===== config.mk =====
export PLATFORM = sky130hd
export DESIGN_NAME = fifo_rr_arbiter
export DESIGN_NICKNAME = d
export VERILOG_FILES = /design/src/rtl/pifo_arb_pkg.sv /design/src/rtl/rr_priority_picker.sv /design/src/rtl/fifo_rr_arbiter.sv
export SDC_FILE = /design/constraint.sdc
export NUM_CORES = 1
export LEC_CHECK = 0
export CORE_AREA = 8 8 149 151
export DETAILED_ROUTE_END_ITERATION = 12
export DIE_AREA = 0 0 157 159
export SKIP_CTS_REPAIR_TIMING = 1
export SLEW_MARGIN = 20
export SYNTH_ARGS = -nofsm -noshare
export SYNTH_HDL_FRONTEND = slang
export SYNTH_SLANG_ARGS = --single-unit

===== constraint.sdc =====
create_clock -name clk -period 3.8 [get_ports clk]
set_input_delay 1.14 -clock clk [delete_from_list [all_inputs] [get_ports clk]]
set_output_delay 1.14 -clock clk [all_outputs]
set_load 0.1 [all_outputs]

===== src/rtl/pifo_arb_pkg.sv =====
// rtl/pifo_arb_pkg.sv - shared FSM state type and width helpers for the FIFO round-robin arbiter
package pifo_arb_pkg;

    typedef enum logic {
        ARB_IDLE  = 1'b0,
        ARB_GRANT = 1'b1
    } arb_state_e;

    function automatic int id_width(input int num_req);
        return (num_req > 1) ? $clog2(num_req) : 1;
    endfunction

    function automatic int burst_width(input int max_burst);
        return $clog2(max_burst) + 1;
    endfunction

endpackage


===== src/rtl/rr_priority_picker.sv =====
// rtl/rr_priority_picker.sv - combinational first-valid search starting at the round-robin pointer
module rr_priority_picker
    import pifo_arb_pkg::*;
#(
    parameter int NUM_REQ = 4,
    parameter int IDW     = id_width(NUM_REQ)
) (
    input  logic [NUM_REQ-1:0] valid_i,
    input  logic [IDW-1:0]     rr_ptr_i,
    output logic               found_o,
    output logic [IDW-1:0]     index_o
);

    // Scan from the farthest offset down so the nearest valid index overwrites last.
    always_comb begin
        found_o = 1'b0;
        index_o = '0;
        for (int i = NUM_REQ - 1; i >= 0; i--) begin
            if (valid_i[(int'(rr_ptr_i) + i) % NUM_REQ]) begin
                found_o = 1'b1;
                index_o = IDW'((int'(rr_ptr_i) + i) % NUM_REQ);
            end
        end
    end

endmodule


===== src/rtl/fifo_rr_arbiter.sv =====
// rtl/fifo_rr_arbiter.sv - round-robin burst arbiter feeding a FIFO input; ARB_STATS_EN adds per-requester word counters
module fifo_rr_arbiter
    import pifo_arb_pkg::*;
#(
    parameter int NUM_REQ    = 4,
    parameter int DATA_WIDTH = 64,
    parameter int MAX_BURST  = 4,
    parameter int CNT_WIDTH  = 16
) (
    input  logic                            clk,
    input  logic                            reset,
    input  logic [NUM_REQ-1:0]              ia__req_valid,
    input  logic [NUM_REQ*DATA_WIDTH-1:0]   ia__req_data,
    output logic [NUM_REQ-1:0]              oa__req_ready,
    output logic                            o__data_out_valid,
    output logic [DATA_WIDTH-1:0]           o__data_out,
    input  logic                            i__data_out_ready,
    output logic                            o__grant_valid,
    output logic [id_width(NUM_REQ)-1:0]    o__grant_id,
    input  logic                            i__stats_clear,
    output logic [NUM_REQ*CNT_WIDTH-1:0]    oa__grant_count
);

    localparam int IDW = id_width(NUM_REQ);
    localparam int BCW = burst_width(MAX_BURST);

    arb_state_e     state_q, state_d;
    logic [IDW-1:0] grant_id_q, grant_id_d;
    logic [IDW-1:0] rr_ptr_q, rr_ptr_d;
    logic [BCW-1:0] burst_cnt_q, burst_cnt_d;

    logic           pick_found;
    logic [IDW-1:0] pick_idx;
    logic           in_grant;
    logic           cur_valid;
    logic           xfer;
    logic           last_word;
    logic [IDW-1:0] next_ptr;

    rr_priority_picker #(
        .NUM_REQ (NUM_REQ),
        .IDW     (IDW)
    ) u_picker (
        .valid_i  (ia__req_valid),
        .rr_ptr_i (rr_ptr_q),
        .found_o  (pick_found),
        .index_o  (pick_idx)
    );

    assign in_grant  = (state_q == ARB_GRANT);
    assign cur_valid = ia__req_valid[grant_id_q];
    assign xfer      = in_grant & cur_valid & i__data_out_ready;
    assign last_word = (burst_cnt_q == BCW'(MAX_BURST - 1));
    assign next_ptr  = (grant_id_q == IDW'(NUM_REQ - 1)) ? '0 : grant_id_q + 1'b1;

    always_ff @(posedge clk or negedge reset) begin
        if (!reset) begin
            state_q     <= ARB_IDLE;
            grant_id_q  <= '0;
            rr_ptr_q    <= '0;
            burst_cnt_q <= '0;
        end else begin
            state_q     <= state_d;
            grant_id_q  <= grant_id_d;
            rr_ptr_q    <= rr_ptr_d;
            burst_cnt_q <= burst_cnt_d;
        end
    end

    always_comb begin
        state_d     = state_q;
        grant_id_d  = grant_id_q;
        rr_ptr_d    = rr_ptr_q;
        burst_cnt_d = burst_cnt_q;
        case (state_q)
            ARB_IDLE: begin
                if (pick_found) begin
                    state_d     = ARB_GRANT;
                    grant_id_d  = pick_idx;
                    burst_cnt_d = '0;
                end
            end
            ARB_GRANT: begin
                // A dropped valid releases even while the FIFO is stalled.
                if (!cur_valid || (xfer && last_word)) begin
                    state_d     = ARB_IDLE;
                    rr_ptr_d    = next_ptr;
                    burst_cnt_d = '0;
                end else if (xfer) begin
                    burst_cnt_d = burst_cnt_q + 1'b1;
                end
            end
            default: state_d = ARB_IDLE;
        endcase
    end

    always_comb begin
        oa__req_ready     = '0;
        o__data_out_valid = in_grant & cur_valid;
        o__data_out       = '0;
        o__grant_valid    = in_grant;
        o__grant_id       = '0;
        if (in_grant) begin
            oa__req_ready[grant_id_q] = i__data_out_ready;
            o__data_out               = ia__req_data[grant_id_q*DATA_WIDTH +: DATA_WIDTH];
            o__grant_id               = grant_id_q;
        end
    end

`ifdef ARB_STATS_EN
    logic [CNT_WIDTH-1:0] cnt_q [NUM_REQ];

    // Clear takes priority over a same-cycle transfer; counters stick at all-ones.
    always_ff @(posedge clk or negedge reset) begin
        if (!reset) begin
            for (int i = 0; i < NUM_REQ; i++) cnt_q[i] <= '0;
        end else if (i__stats_clear) begin
            for (int i = 0; i < NUM_REQ; i++) cnt_q[i] <= '0;
        end else if (xfer && (cnt_q[grant_id_q] != {CNT_WIDTH{1'b1}})) begin
            cnt_q[grant_id_q] <= cnt_q[grant_id_q] + 1'b1;
        end
    end

    for (genvar g = 0; g < NUM_REQ; g++) begin : g_cnt_out
        assign oa__grant_count[g*CNT_WIDTH +: CNT_WIDTH] = cnt_q[g];
    end
`else
    logic unused_stats_clear;
    assign unused_stats_clear = i__stats_clear;
    assign oa__grant_count    = '0;
`endif

endmodule


# Word-level counts from Yosys, hierarchy flattened
# Cells that the tools add are included.
[totals]
romBits = 0
n_memories = 0
input_bits = 264
register_bits = 8
latchBits = 0
mem_bits_rw = 0
wordCells = 71
[classes]
n_lt_le_gt_ge = 6
div = 0
mul = 0
reduce_logical = 10
mux = 34
shift = 1
n_bitwise = 7
addsub = 5
eq_ne = 4
[op_table]
columns = ["cell", "n"]
rows = [
  ["indexed part select 256 x 9 -> 64 bit", 1],
  ["two-way mux 64 bit", 1],
  ["two-way mux 1 bit", 15],
  ["less-than comparator 3 x 4 -> 1 bit, second input constant", 3],
  ["two-way mux 2 bit", 6],
  ["binary-select mux 1 bit (select 2 bit)", 5],
  ["two-way mux 3 bit", 3],
  ["less-than comparator 2 x 3 -> 1 bit, second input constant", 2],
  ["one-hot mux 3 bit (2 select lines)", 1],
  ["AND reduction 2 bit", 3],
  ["OR reduction 2 bit", 3],
  ["adder 2 x 1 -> 2 bit, second input constant", 2],
  ["adder 2 bit, second input constant", 2],
  ["AND 4 bit", 1],
  ["two-way mux 4 bit", 1],
  ["adder 3 x 1 -> 3 bit, second input constant", 1],
  ["AND 1 bit, first input constant", 3],
  ["equality test 3 x 2 -> 1 bit, second input constant", 1],
  ["inequality test 3 x 1 -> 1 bit, second input constant", 1],
  ["AND 1 bit", 2],
  ["demux 1 bit (select 2 bit)", 1],
  ["equality test 2 bit, second input constant", 1],
  ["greater-or-equal comparator 2 x 1 -> 1 bit, second input constant", 1],
  ["logical AND 1 bit", 2],
  ["other kinds (5)", 5],
]

# Logic depth before layout (Yosys ltp)
# Gate-level depths: netlist (run 1).
[depth]
word_depth = 12
mapped_depth = 6
mapped_depth_nobuf = 6

# Cells and area by module
# Synthesis (run 1) repeated with hierarchy kept, for this count alone.
[unflattened]
cells_unflattened = 284
area_unflattened_um2 = 3105.5
[by_module_without_submodules]
columns = ["module", "instances", "area_each_um2", "cells_per_inst", "seq_area_each_um2"]
rows = [
  ["fifo_rr_arbiter", 1, 3027.9, 271, 200.2],
  ["rr_priority_picker", 1, 77.6, 13, 0.0],
]

# Least setup slack after synthesis (run 1)
# OpenSTA, ideal clock, no wires.
[synth_timing]
path_kind = "flip-flop to output port"
start = "reg state_q, in the netlist o__grant_valid"
end = "out oa__req_ready[0]"
arrival_ns = 2.295
n_path_buf = 2
path_stages_with_launch = 4
path_slack_ns = 0.365
cell_sequence = "dfrtp_1 clkbuf_1 clkbuf_1 and3_1"
[synth_via]
elab_chain_len = 1
[synth_lines]
columns = ["element", "line_no", "source"]
rows = [
  ["from (decl)", "fifo_rr_arbiter.sv:27", "arb_state_e state_q, state_d;"],
  ["from (signal assigned)", "fifo_rr_arbiter.sv:63", "state_q <= state_d;"],
  ["two-way mux 4 bit", "fifo_rr_arbiter.sv:103", "if (in_grant) begin"],
  ["to (decl)", "fifo_rr_arbiter.sv:14", "output logic [NUM_REQ-1:0] oa__req_ready,"],
]
# No other way between the ends.

# Worst setup path in the final report (run 1)
[layout_timing]
start = "in ia__req_valid[3]"
end = "out o__data_out_valid"
[layout_via]
elab_chain_len = 3
[layout_lines]
columns = ["element", "line_no", "source"]
rows = [
  ["from (decl)", "fifo_rr_arbiter.sv:12", "input logic [NUM_REQ-1:0] ia__req_valid,"],
  ["binary-select mux 1 bit (select 2 bit)", "fifo_rr_arbiter.sv:51", "assign cur_valid = ia__req_valid[grant_id_q];"],
  ["two-way mux 1 bit (implied by the code)", "fifo_rr_arbiter.sv:51", ""],
  ["AND 1 bit", "fifo_rr_arbiter.sv:99", "o__data_out_valid = in_grant & cur_valid;"],
  ["to (decl)", "fifo_rr_arbiter.sv:15", "output logic o__data_out_valid,"],
]
# No other way between the ends. The select of a mux whose other input is x is not followed.

==> impl_metrics.ini, run 1 <==
[synthesis]
synth_compound_area_share_pct = 2.326
yosys.area_share.xor_xnor_pct = 0
yosysSeqAreaShare_pct = 6.645
synth_top_family_by_area = multiplexers
ys_ff_latch = 8
synth-adder-area-share_pct = 2.492
synth.avg_cell_area_sq_um = 10.88
synth-simple-area-share_pct = 17.44
synthMuxAreaShare_pct = 50.75
synth_area_sq_um = 3013
netlist_instances = 277
synth.distinct_cells = 28
yosys_warnings = 0

[critical_path]
reg2reg_slack_ns = 1.53
r2r-end = rr_ptr_q[1]
crit_slowest_cell = mux4_2
cp.arrival_ns = 2.51
worstPathRequired_ns = 2.66
worstPathCellList = clkdlybuf4s50_1, mux4_2, and2_4, buf_12
start_kind = input pin
reg2reg_from = grant_id_q[1]
cp_max_fo = 4
path_class = input pin to output port
max_stage_delay_ns = 0.54
rr_worst_depth = 4
cp-end-kind = output port

[layout]
nets = 868
layout-drive-gt1-share_pct = 26.13
synthToLayoutAreaGrowth_pct = 139.4
utilization_pct = 36.34

[grt]
antenna_found_initial = 5
grt_pass1_wl_um = 25230
grt_pass1_vias = 3618
grt_overflow = 0
grt_usage_pct = 13.43
grt_max_degree = 58

[power_and_ir_drop]
p_seq_share_pct = 3.6
p_sw_share_pct = 61.16
p_leak_nw = 2.775
pwr-share-clk_pct = 2.4
ir_drop_mv = 0.5399
p_comb_share_pct = 94.0
p_switching_w = 0.004559
p_per_area_nw_per_um2 = 1034
intPower_w = 0.002895
fin_total_pwr_w = 0.007454

[sta]
fin_crit_ns = 3.649
drv_slew = 0
period_share_pct = 96.03
skew_ns = 0.002702
maxSlewHeadroom_pct = 61.72
setup_tns_ns = 0
hold_violations = 0
worst_slack_ns = 0.1510
setup_viol_count_final = 0
max_freq_mhz = 274.0
rsz0062_at_grt = false
worst_pin_slew_ns = 0.5742

[worst_hold_path]
min_to = burst_cnt_q[2]
hold_start = burst_cnt_q[2]
hold_path_class = flip-flop to flip-flop
worst_hold_path.num_cells = 1

[floorplanning]
dieArea_sq_um = 24960
core_area_sq_um = 19840
die_w_um = 157
initial_core_util_pct = 15.18
pin_count = 400
die_h_um = 159
num_rows = 52

[clock_tree]
htree_num_levels = 1
clkSinkCount = 8
clock_path_buffers = 2
clkTransAtPathRegs_ns = 0.04
cts-root-buf = clkbuf_16
cts_tree = built
clock_latency_ns = 0.23
cts_buffers = 3

[route]
vias = 3358
antenna_left = 0
wl_per_cell_um = 20.76
drt-initial-drc-count = 98
vias_per_cell = 3.869
firstDrtPassIters = 4
remaining_drc_errors = 0
routed_wl_um = 18020

[run_status]
status = complete, no violations

[run]
cap_violations = 0

[placement]
dp_slack_ns = 0.1576
gp_congestion = 0.8196
portBuffers = 334
hpwlAfterDp_um = 15800
==> state kept, by name (all words and copies together), names as in the netlist <==
signal / count
burst_cnt_q: 3
grant_id_q: 2
o__grant_valid: 1
rr_ptr_q: 2
==> kinds of logic after synthesis <==
logic type	after synthesis
flip-flops	8
adder cells (fa/ha/maj)	6
AO/OA/AOI/OAI	12
buffers and inverters	92
other	1
multiplexers	71
AND/OR/NAND/NOR	87
==> cell usage after synthesis (all sizes together) <==
cell type	number	area, sq um
inv	4	15.01
and2	67	421.7
mux2i	2	20.02
o21a	1	7.510
nand3	1	5.000
nor3b	1	7.510
and3	5	31.28
clkbuf	12	45.04
mux2	4	45.04
nand3b	1	7.510
conb	1	3.750
or2	1	6.260
dfrtp	8	200.2
o21ai	3	15.01
nand2b	1	6.260
a21boi	2	15.01
buf	76	549.3
nand2	6	22.52
o22ai	2	12.51
nor2	3	11.26
a21oi	4	20.02
nor4	1	6.260
mux4	65	1464
ha	6	75.07
==> area by class of cell <==
cell class	instances	area, sq um
timing repair buffer	341	4129
multi-input combinational	240	2440
tap	270	337.8
clock buffer	4	78.83
antenna	1	2.502
sequential	8	209.0
fill	1956	12630
inverter	4	15.01
==> how the worst max path moves through the flow <==
stage | startpoint | endpoint | slack, ns | depth (start not counted)
4_1_cts | ia__req_valid[3] | o__data_out_valid | 0.15 | 4
6_report | ia__req_valid[3] | o__data_out_valid | 0.15 | 4
3_5_place_dp | ia__req_valid[3] | o__data_out_valid | 0.16 | 4
2_1_floorplan | o__grant_valid | oa__req_ready[0] | 0.37 | 3
3_3_place_gp | ia__req_valid[3] | o__data_out_valid | 0.16 | 4
5_1_grt | ia__req_valid[3] | o__data_out_valid | 0.11 | 4
==> per-layer routing <==
metal,part of all wire (%),GRT usage [%]
met4,0.61,1.136
met2,52,24.74
met5,0.30,0
met3,9.7,4.126
met1,37,15.33
==> power by group through the flow <==
stage / clock [W] / combinational, W / sequential (W)
2_1_floorplan: 0 / 0.00467 / 0.000189
3_5_place_dp: 0 / 0.00707 / 0.000272
4_1_cts: 0.000185 / 0.00708 / 0.000270
3_3_place_gp: 0 / 0.00707 / 0.000268
6_report: 0.000181 / 0.00701 / 0.000267
5_1_grt: 0.000189 / 0.00723 / 0.000281
==> layout by cell type, fill, tap and decap left out, types with 2 or more instances in the layout <==
cell             synthesis  routed
buf_12                   0      73
nor2_1                   3       3
o21ai_0                  3       3
dfrtp_1                  8       5
dfrtp_4                  0       2
and2_1                  66      66
ha_1                     6       6
o22ai_1                  2       2
mux2_2                   4       4
clkdlybuf4s50_1          0     262
clkbuf_16                0       3
and3_1                   5       5
a21oi_1                  4       4
mux4_2                  65      65
mux2i_1                  2       2
inv_1                    4       4
nand2_1                  6       6
conb_1                   1      64
buf_4                   66       6
a21boi_0                 2       2
==> per-stage QoR <==
step	area (sq um)	cells	hold slack [ns]
finish	7212	868	0.5030
global route	7212	868	0.5308
global placement	7131	863	0.4943
floorplan	3249	340	0.4793
detailed placement	7131	863	0.4987
CTS	7209	867	0.5071
==> critical path, delay by kind of cell <==
| kind | cells | cell delay, ns |
|---|---|---|
| muxes | 1 | 0.54 |
| and+or+nand+nor | 1 | 0.20 |
| buffers and inverters | 2 | 0.62 |
Note: power is estimated with default switching activity, not from simulation.
==> run 2, diff against run 1 <==
- ABC_CLOCK_PERIOD_IN_PS: default -> 3800
- CTS_CLUSTER_SIZE: default -> 14
==> results of run 2 <==
No change in the layout: final DEF, timing and power equal those of run 1.
